[src/rtl/dbus_arbiter_pkg.sv]
// Shared types for the two-requester data-bus arbiter: request/response structs, requester id, lock state.
// Latency: n/a (types and constants only).
// Backpressure: n/a.
package dbus_arbiter_pkg;

    // Requester index (two requesters -> one bit)
    typedef logic arb_id_t;

    localparam int ARB_NREQ = 2;

    typedef struct packed {
        logic        valid;
        logic [31:0] addr;
        logic [2:0]  size;
        logic [3:0]  strobe;
        logic [31:0] data;
    } dbus_req_t;

    typedef struct packed {
        logic        addr_ok;
        logic        data_ok;
        logic [31:0] data;
    } dbus_resp_t;

    // LOCK_HELD: the presented request has not yet seen addr_ok and must stay selected
    typedef enum logic {
        LOCK_IDLE = 1'b0,
        LOCK_HELD = 1'b1
    } lock_state_e;

    function automatic arb_id_t arb_other(arb_id_t id);
        return ~id;
    endfunction

endpackage

[src/rtl/dbus_arbiter_if.sv]
// Data-bus request/response pair; master drives dreq, slave answers on dresp.
// Latency: n/a (wiring only).
// Backpressure: addr_ok accepts a request, data_ok returns its data later.
interface dbus_arbiter_if;
    import dbus_arbiter_pkg::*;

    dbus_req_t  dreq;
    dbus_resp_t dresp;

    modport master (output dreq, input dresp);
    modport slave  (input dreq, output dresp);
endinterface

[src/rtl/dbus_arbiter_order_fifo.sv]
// Order FIFO of requester ids for accepted requests still awaiting data_ok.
// Latency: push visible at head one cycle later; head_id/count/full/empty are registered-state views.
// Backpressure: none internally; the caller must not push when full or pop when empty.
// Ports: clk, resetn (sync, active-low), push/push_id, pop, head_id, count, full, empty.
module arb_order_fifo
    import dbus_arbiter_pkg::*;
#(
    parameter  int DEPTH = 4,
    localparam int AW    = $clog2(DEPTH)
) (
    input  logic          clk,
    input  logic          resetn,
    input  logic          push,
    input  arb_id_t       push_id,
    input  logic          pop,
    output arb_id_t       head_id,
    output logic [AW:0]   count,
    output logic          full,
    output logic          empty
);

    arb_id_t         mem [DEPTH];
    logic [AW-1:0]   wr_ptr;
    logic [AW-1:0]   rd_ptr;

    // DEPTH is a power of two, so pointers wrap by natural overflow
    always_ff @(posedge clk) begin
        if (!resetn) begin
            wr_ptr <= '0;
            rd_ptr <= '0;
            count  <= '0;
        end else begin
            if (push) wr_ptr <= wr_ptr + 1'b1;
            if (pop)  rd_ptr <= rd_ptr + 1'b1;
            case ({push, pop})
                2'b10:   count <= count + 1'b1;
                2'b01:   count <= count - 1'b1;
                default: count <= count;
            endcase
        end
    end

    always_ff @(posedge clk) begin
        if (push) mem[wr_ptr] <= push_id;
    end

    assign head_id = mem[rd_ptr];
    assign full    = (count == (AW+1)'(DEPTH));
    assign empty   = (count == '0);

endmodule

[src/rtl/dbus_arbiter.sv]
// Shares one MMU data-bus port between two requesters and routes data_ok back in issue order.
// Latency: zero cycles in both directions (request and response paths are combinational).
// Backpressure: forwarded valid drops while MAX_INFLIGHT requests await data_ok; an un-acked request stays locked.
// Ports: clk, resetn (sync, active-low), port_0/port_1 (requester side), mmu (MMU side),
//        inflight (order FIFO occupancy), orphan_err (sticky: data_ok seen with nothing outstanding).
module dbus_arbiter
    import dbus_arbiter_pkg::*;
#(
    parameter  int MAX_INFLIGHT = 4,
    localparam int CW           = $clog2(MAX_INFLIGHT) + 1
) (
    input  logic                   clk,
    input  logic                   resetn,
    dbus_arbiter_if.slave          port_0,
    dbus_arbiter_if.slave          port_1,
    dbus_arbiter_if.master         mmu,
    output logic [CW-1:0]          inflight,
    output logic                   orphan_err
);

    lock_state_e state_q, state_d;
    arb_id_t     lock_id_q, lock_id_d;
    arb_id_t     rr_ptr_q, rr_ptr_d;
    logic        orphan_q;

    dbus_req_t   req0, req1, sel_req, arb_req;
    dbus_resp_t  resp [ARB_NREQ];
    arb_id_t     sel;
    logic        any_sel;

    logic        full, empty;
    arb_id_t     head_id;
    logic        accept, data_ok_in, bypass;
    logic        fifo_push, fifo_pop;
    logic        route_vld;
    arb_id_t     route_id;
    logic        orphan_set;

    assign req0 = port_0.dreq;
    assign req1 = port_1.dreq;

    // Selection: a locked request wins outright; otherwise round-robin only matters when both are valid
    always_comb begin
        sel     = '0;
        any_sel = 1'b0;
        if (state_q == LOCK_HELD) begin
            sel     = lock_id_q;
            any_sel = 1'b1;
        end else if (req0.valid && req1.valid) begin
            sel     = rr_ptr_q;
            any_sel = 1'b1;
        end else if (req1.valid) begin
            sel     = 1'b1;
            any_sel = 1'b1;
        end else if (req0.valid) begin
            sel     = 1'b0;
            any_sel = 1'b1;
        end
    end

    assign sel_req = sel ? req1 : req0;

    always_comb begin
        arb_req = '0;
        if (resetn && any_sel) begin
            arb_req       = sel_req;
            arb_req.valid = sel_req.valid & ~full;
        end
    end

    assign mmu.dreq = arb_req;

    assign accept     = arb_req.valid & mmu.dresp.addr_ok;
    assign data_ok_in = mmu.dresp.data_ok & resetn;

    // Same-cycle accept and data_ok with nothing outstanding: answer directly, never touch the FIFO
    assign bypass     = empty & accept & data_ok_in;
    assign fifo_push  = accept & ~bypass;
    assign fifo_pop   = data_ok_in & ~empty;
    assign route_vld  = bypass | fifo_pop;
    assign route_id   = bypass ? sel : head_id;
    assign orphan_set = data_ok_in & empty & ~bypass;

    arb_order_fifo #(
        .DEPTH   (MAX_INFLIGHT)
    ) u_order_fifo (
        .clk     (clk),
        .resetn  (resetn),
        .push    (fifo_push),
        .push_id (sel),
        .pop     (fifo_pop),
        .head_id (head_id),
        .count   (inflight),
        .full    (full),
        .empty   (empty)
    );

    // Response demux: data always fans out, only the owning requester sees the strobes
    always_comb begin
        for (int i = 0; i < ARB_NREQ; i++) begin
            resp[i]         = '0;
            resp[i].data    = mmu.dresp.data;
            resp[i].addr_ok = accept && (sel == arb_id_t'(i));
            resp[i].data_ok = route_vld && (route_id == arb_id_t'(i));
        end
    end

    assign port_0.dresp = resp[0];
    assign port_1.dresp = resp[1];

    // Lock / round-robin next state
    always_comb begin
        state_d   = state_q;
        lock_id_d = lock_id_q;
        rr_ptr_d  = rr_ptr_q;
        if (accept) begin
            state_d  = LOCK_IDLE;
            rr_ptr_d = arb_other(sel);
        end else if (arb_req.valid) begin
            state_d   = LOCK_HELD;
            lock_id_d = sel;
        end else if ((state_q == LOCK_HELD) && !sel_req.valid) begin
            // locked requester withdrew; preference is left where it was
            state_d = LOCK_IDLE;
        end
    end

    always_ff @(posedge clk) begin
        if (!resetn) begin
            state_q   <= LOCK_IDLE;
            lock_id_q <= '0;
            rr_ptr_q  <= '0;
            orphan_q  <= 1'b0;
        end else begin
            state_q   <= state_d;
            lock_id_q <= lock_id_d;
            rr_ptr_q  <= rr_ptr_d;
            orphan_q  <= orphan_q | orphan_set;
        end
    end

    assign orphan_err = orphan_q;

endmodule

[src/flat_wrapper.sv]
// flat-port wrapper written by rule: the top's interface ports become plain ports
module dbus_arbiter_flat import dbus_arbiter_pkg::*;
#(
    parameter  int MAX_INFLIGHT = 4,
    localparam int CW           = $clog2(MAX_INFLIGHT) + 1
)
  (clk, resetn, inflight, orphan_err, port_0_dreq, port_0_dresp, port_1_dreq, port_1_dresp, mmu_dreq, mmu_dresp);
  dbus_arbiter_if port_0_i ();
  dbus_arbiter_if port_1_i ();
  dbus_arbiter_if mmu_i ();
  input  logic clk;
  input  logic resetn;
  output logic [CW-1:0] inflight;
  output logic orphan_err;
  input wire logic [$bits(port_0_i.dreq)-1:0] port_0_dreq;
  output wire logic [$bits(port_0_i.dresp)-1:0] port_0_dresp;
  input wire logic [$bits(port_1_i.dreq)-1:0] port_1_dreq;
  output wire logic [$bits(port_1_i.dresp)-1:0] port_1_dresp;
  output wire logic [$bits(mmu_i.dreq)-1:0] mmu_dreq;
  input wire logic [$bits(mmu_i.dresp)-1:0] mmu_dresp;
  assign port_0_i.dreq = port_0_dreq;
  assign port_0_dresp = port_0_i.dresp;
  assign port_1_i.dreq = port_1_dreq;
  assign port_1_dresp = port_1_i.dresp;
  assign mmu_dreq = mmu_i.dreq;
  assign mmu_i.dresp = mmu_dresp;
  dbus_arbiter #(.MAX_INFLIGHT(MAX_INFLIGHT)) u_core (.clk(clk), .resetn(resetn), .port_0(port_0_i), .port_1(port_1_i), .mmu(mmu_i), .inflight(inflight), .orphan_err(orphan_err));
endmodule
[config.mk]
export PLATFORM = sky130hd
export DESIGN_NAME = dbus_arbiter_flat
export DESIGN_NICKNAME = d
export VERILOG_FILES = /design/src/rtl/dbus_arbiter_pkg.sv /design/src/rtl/dbus_arbiter_if.sv /design/src/rtl/dbus_arbiter_order_fifo.sv /design/src/rtl/dbus_arbiter.sv /design/src/flat_wrapper.sv
export SDC_FILE = /design/constraint.sdc
export NUM_CORES = 1
export LEC_CHECK = 0
export BUFFER_PORTS_ARGS = -buffer_cell sky130_fd_sc_hd__buf_2
export CAP_MARGIN = 40
export CORE_AREA = 5 5 122 124
export CTS_BUF_LIST = sky130_fd_sc_hd__clkbuf_8 sky130_fd_sc_hd__clkbuf_16
export DETAILED_ROUTE_END_ITERATION = 10
export DIE_AREA = 0 0 127 129
export GPL_TIMING_DRIVEN = 0
export HOLD_SLACK_MARGIN = 0.02
export SKIP_LAST_GASP = 1
export SYNTH_ARGS = -nofsm -noshare
export SYNTH_HDL_FRONTEND = slang
export SYNTH_SLANG_ARGS = --single-unit
[constraint.sdc]
create_clock -name clk -period 6.25 [get_ports clk]
set_clock_uncertainty 0.05 [all_clocks]
set_input_delay 0.3125 -clock clk [delete_from_list [all_inputs] [get_ports clk]]
set_output_delay 0.3125 -clock clk [all_outputs]
set_load 0.02 [all_outputs]
# After elaboration in Yosys (flattened, before gate mapping)
# Memories as Yosys holds them, arrays and structs flattened. A register that Yosys moved wholly into a read port is not among the register bits.
# Index checks and enable logic that the tools add are counted.
# word_totals
register_bits	11
ram_bits	4
inputBits	180
output_inout_bits	144
wordCells	63
n_memories	1
# classes
addsub	4
n_eq_ne	3
muxes	17
bitwise_logic	18
n_reduce_logical	13
# memory_table
name	words	width	read_ports	rd_clocked_by_memory_dff	wr	line_no	text
u_core.u_order_fifo.mem	4	1	1	1	1	dbus_arbiter_order_fifo.sv:22	arb_id_t mem [DEPTH];
# ops
op	count
72-bit 2-to-1 mux	2
1-bit 2-to-1 mux	12
1-bit AND	9
1-bit logical AND	7
1-bit NOT	7
3-bit case mux with 2 select lines	1
2-bit by 1-bit adder with 2-bit output (second input constant)	2
2-bit 2-to-1 mux	2
2-bit nonzero test	2
3-bit by 1-bit adder with 3-bit output (second input constant)	1
3-bit equality test (second input constant)	1
3-bit zero test	1
3-bit by 1-bit subtractor with 3-bit output (second input constant)	1
2-bit by 1-bit equality test with 1-bit output (second input constant)	1
2-bit equality test (second input constant)	1
1-bit bitwise OR	2
2-bit AND reduction	1
2-bit OR reduction	1
1-bit zero test	1

# Depth between registers and ports, before layout
# logic_depth
depth_word	13
depth_mapped	11

# Hierarchy
# From an unflattened synthesis, not the netlist that was laid out.
# unflattened
cells_unflattened	390
hier_area_um2	2371.0
# by_module_without_submodules
mod	instances	cells_per_inst	area_per_inst_um2
dbus_arbiter	1	339	1778.0
arb_order_fifo	1	51	593.1

# Least setup slack after synthesis
# No wires, ideal clock.
# synth_timing
path_kind	reg2reg
from	reg u_core.u_order_fifo.count[2]
to	reg u_core.u_order_fifo.count[2]
setup_time_ps	72
t_arrival_ps	2348
required_time_ps	6128
setup_slack_ps	3780
stages_incl_launch_ff	11
n_path_buf	0
cell_sequence	dfxtp_1 > or3b_2 > nand2_1 > nor3_4 > inv_1 > ha_1 > inv_1 > fa_1 > xor2_1 > or3_1 > a21oi_1
# synth_between
elab_chain_len	11
# synth_lines
item	line_no	text
start: declaration	dbus_arbiter_order_fifo.sv:17	output logic [AW:0] count,
start signal: assignment	dbus_arbiter_order_fifo.sv:36	2'b10: count <= count + 1'b1;
start signal: assignment	dbus_arbiter_order_fifo.sv:37	2'b01: count <= count - 1'b1;
start signal: assignment	dbus_arbiter_order_fifo.sv:38	default: count <= count;
3-bit equality test	dbus_arbiter_order_fifo.sv:48	assign full = (count == (AW+1)'(DEPTH));
1-bit NOT	dbus_arbiter.sv:67	arb_req.valid = sel_req.valid & ~full;
1-bit AND	dbus_arbiter.sv:67	
72-bit 2-to-1 mux	dbus_arbiter.sv:65	if (resetn && any_sel) begin
1-bit AND	dbus_arbiter.sv:73	assign accept = arb_req.valid & mmu.dresp.addr_ok;
1-bit AND (2 in series)	dbus_arbiter.sv:77	assign bypass = empty & accept & data_ok_in;
1-bit NOT	dbus_arbiter.sv:78	assign fifo_push = accept & ~bypass;
1-bit AND	dbus_arbiter.sv:78	
2-bit by 1-bit equality test with 1-bit output or 2-bit equality test (tied branches)	dbus_arbiter_order_fifo.sv:35	case ({push, pop})
3-bit case mux with 2 select lines or 2-bit nonzero test (tied branches)	-	
# Parallel ways exist; a longest one is shown, timed or not.
# A chain may end at the register's enable or synchronous reset.

# Worst setup path in the final report
# Ends and elaborated chain as after synthesis.

==> flow_metrics.tcl <==
set metrics [dict create \
    area.growth.synth_to_final_pct 74.41 \
    path_class "reg -> reg" \
    cts_tree "yes" \
    run_status "complete, no violations" \
    ys_ff_latch 17 \
    end_kind "flop" \
    yosys_warnings 0 \
    fillCellCount 1568 \
    drv_cap 0 \
    hold_path_depth 3 \
    tns_ns 0 \
    worst_slew_margin_rel 0.6007 \
    syn_area_per_cell_um2 6.031 \
    hold_end "u_core.state_q" \
    finalWorstSetupSlack_ns 3.725 \
    postSynthCellCount 394 \
    finalHoldViolations 0 \
    powerDensity_nw_per_um2 145.0 \
    portBuffers 290 \
    synthArstFlopShare 0 \
    cts.sinks 17 \
    ys_top_cells_by_area "nand2_1 24%, buf_4 22%, a21oi_1 16%" \
    required_ns 6.38 \
    syn_nets 580 \
    synth_top_cell_by_area "nand2_1" \
    initial_core_util 0.1739 \
    die_h_um 129 \
    nets 876 \
    ys.flop_type "dfxtp_1" \
    p_leak_nw 2.416 \
    worst-r2r-setup-slack_ns 3.72 \
    cts-htree-levels 1 \
    die_w_um 127 \
    post-route-min-period_ns 2.525 \
    synth_top_area_frac 0.2354 \
    io_pins 324 \
    cpMostUsedCell "inv_1" \
    crit_slowest_cell "or3b_2" \
    finalSetupViolCount 0 \
    drc 0 \
    first_global_vias 3304 \
    routed_wl_um 12610 \
    cpPeakStageDelay_ns 0.47 \
    r2r.worst_path.cells 10 \
    crit_path_start_kind "flop" \
    grt_setup_unrepaired "false" \
    core_area_um2 13670 \
    max-clock-path-buffers 2 \
    worstMarginPinSlew_ns 0.5953 \
    hold_start "mmu_dresp[33]" \
    drtPass1Iterations 4 \
    grt_use_total 0.1357 \
    crit_arrival_ns 2.65 \
    ant_nets 0 \
    post_cts_buffers 0 \
    hold_class "in -> reg" \
    grt_pass1_wl_um 17930 \
    wl_per_cell_um 14.51 \
    grt_max_degree 14 \
    insertion_delay_ns 0.25 \
    ctsResizeCount 0 \
    post-dp-hpwl_um 11010 \
    slew_violations 0 \
    rows 43 \
    ir_drop_mv 0.1230 \
    place_ws_ns 3.736 \
    cts.clk_slew.worst_paths_ns 0.05 \
    drive_above_1_share 0.5530 \
    drtIter0Drc 119 \
    netlist_area_um2 2376 \
    synthDistinctLibCells 35 \
    dr_total_vias 3489 \
    overflow 0 \
    fmaxAchievable_mhz 396.0 \
    diodes 0 \
    synth_edf_count 4 \
    critPathMaxFanout 7 \
    rr_endpoint "u_core.u_order_fifo.count[2]" \
    via_per_inst 4.015 \
    place_congestion 0.8507 \
    cts_hold_buf 0 \
    root_buffer "clkbuf_16" \
    crit_chain "or3b_2 -> nand2_1 -> nor3_4 -> inv_1 -> ha_1 -> inv_1 -> fa_1 -> xor2_1 -> or3_1 -> a21oi_1" \
    rr_startpoint "u_core.u_order_fifo.count[2]" \
    fp.dieArea_um2 16380 \
    yosysSeqAreaShare 0.1601 \
    numCtsBuffers 3 \
    fin_crit_sh 0.4041 \
    antenna_found_initial 2 \
]
-- synth_stat cells (2+ instances only) --
cell type,instances
edfxtp_1,4
or3_1,3
clkbuf_1,7
nand3_1,2
buf_4,69
xor2_1,4
nor2_1,11
o21ai_0,5
inv_1,8
buf_2,12
dfxtp_1,13
and2_1,5
a21oi_1,76
nand2_1,149
mux2i_1,2
ha_1,5
-- cells by family after synthesis --
group / synth area share
flops: 0.1601
compound gates: 0.2006
mux: 0.01790
fa+ha+maj: 0.03476
simple gates: 0.3017
xor+xnor: 0.01474
buf+inv: 0.2701
-- stage by stage --
step | std cells | utilization | cell area (µm²) | power (mW) | hold slack (ns)
after floorplan | 394 | - | 2376 | 0.3407 | 0.4207
after global placement | 864 | 0.2966 | 4053 | 0.4749 | 0.4013
after detailed placement | 865 | 0.2974 | 4064 | 0.4773 | 0.4008
after CTS | 869 | 0.3032 | 4144 | 0.6085 | 0.3271
after global routing | 869 | 0.3032 | 4144 | 0.6439 | 0.3531
final | 869 | 0.3032 | 4144 | 0.6010 | 0.3253
-- worst max-delay path: cells and delay by family (launching register included) --
family,cells,cell delay (ns)
xor+xnor,1,0.16
simple gates,4,1.02
flops,1,0.42
fa+ha+maj,2,0.55
buf+inv,2,0.13
compound gates,1,0.13
-- cell usage in the layout, fill, tap and decap left out, types with 3 or more instances in the layout --
cell type,n
buf_2,302
nand2_1,149
a21oi_1,76
buf_4,69
dfxtp_1,13
nor2_1,11
inv_1,8
clkbuf_1,7
o21ai_0,5
and2_1,5
ha_1,5
xor2_1,4
edfxtp_1,4
or3_1,3
clkbuf_16,3
-- layer usage --
metal / global-route usage / vias to the layer above / share of wire
li1: - / 1799 / -
met1: 0.1764 / 1501 / 0.40
met2: 0.2319 / 170 / 0.49
met3: 0.02906 / 15 / 0.096
met4: 0.02902 / 4 / 0.013
met5: 0 / - / 0.0021
-- layout make-up --
cell class / count / area [µm²] / area share
sequential: 17 / 380.4 / 0.09179
clock inverter: 1 / 5.005 / 0.001208
multi-input combinational: 279 / 1354 / 0.3267
timing repair buffer: 291 / 1463 / 0.3530
buffer: 88 / 604.3 / 0.1458
clock buffer: 3 / 75.07 / 0.01812
tap: 180 / 225.2 / 0.05435
inverter: 10 / 37.54 / 0.009058
-- report_power, final --
part / switching [mW] / leakage [nW] / internal, mW
clock: 0.0431 / 0.0409 / 0.0857
sequential: 0.00683 / 0.143 / 0.120
combinational: 0.204 / 2.23 / 0.141
-- worst max path at each step --
stage,startpoint,to,slack [ns],depth (start not counted)
after floorplan,u_core.u_order_fifo.count[2],u_core.u_order_fifo.count[2],3.78,10
after global placement,port_1_dreq[71],mmu_dreq[62],3.65,5
after detailed placement,u_core.u_order_fifo.count[2],u_core.u_order_fifo.count[2],3.74,10
after CTS,u_core.u_order_fifo.count[2],u_core.u_order_fifo.count[2],3.70,10
after global routing,u_core.u_order_fifo.count[2],u_core.u_order_fifo.count[2],3.53,10
final,u_core.u_order_fifo.count[2],u_core.u_order_fifo.count[2],3.72,10
Power figures use the tool's default switching activity.
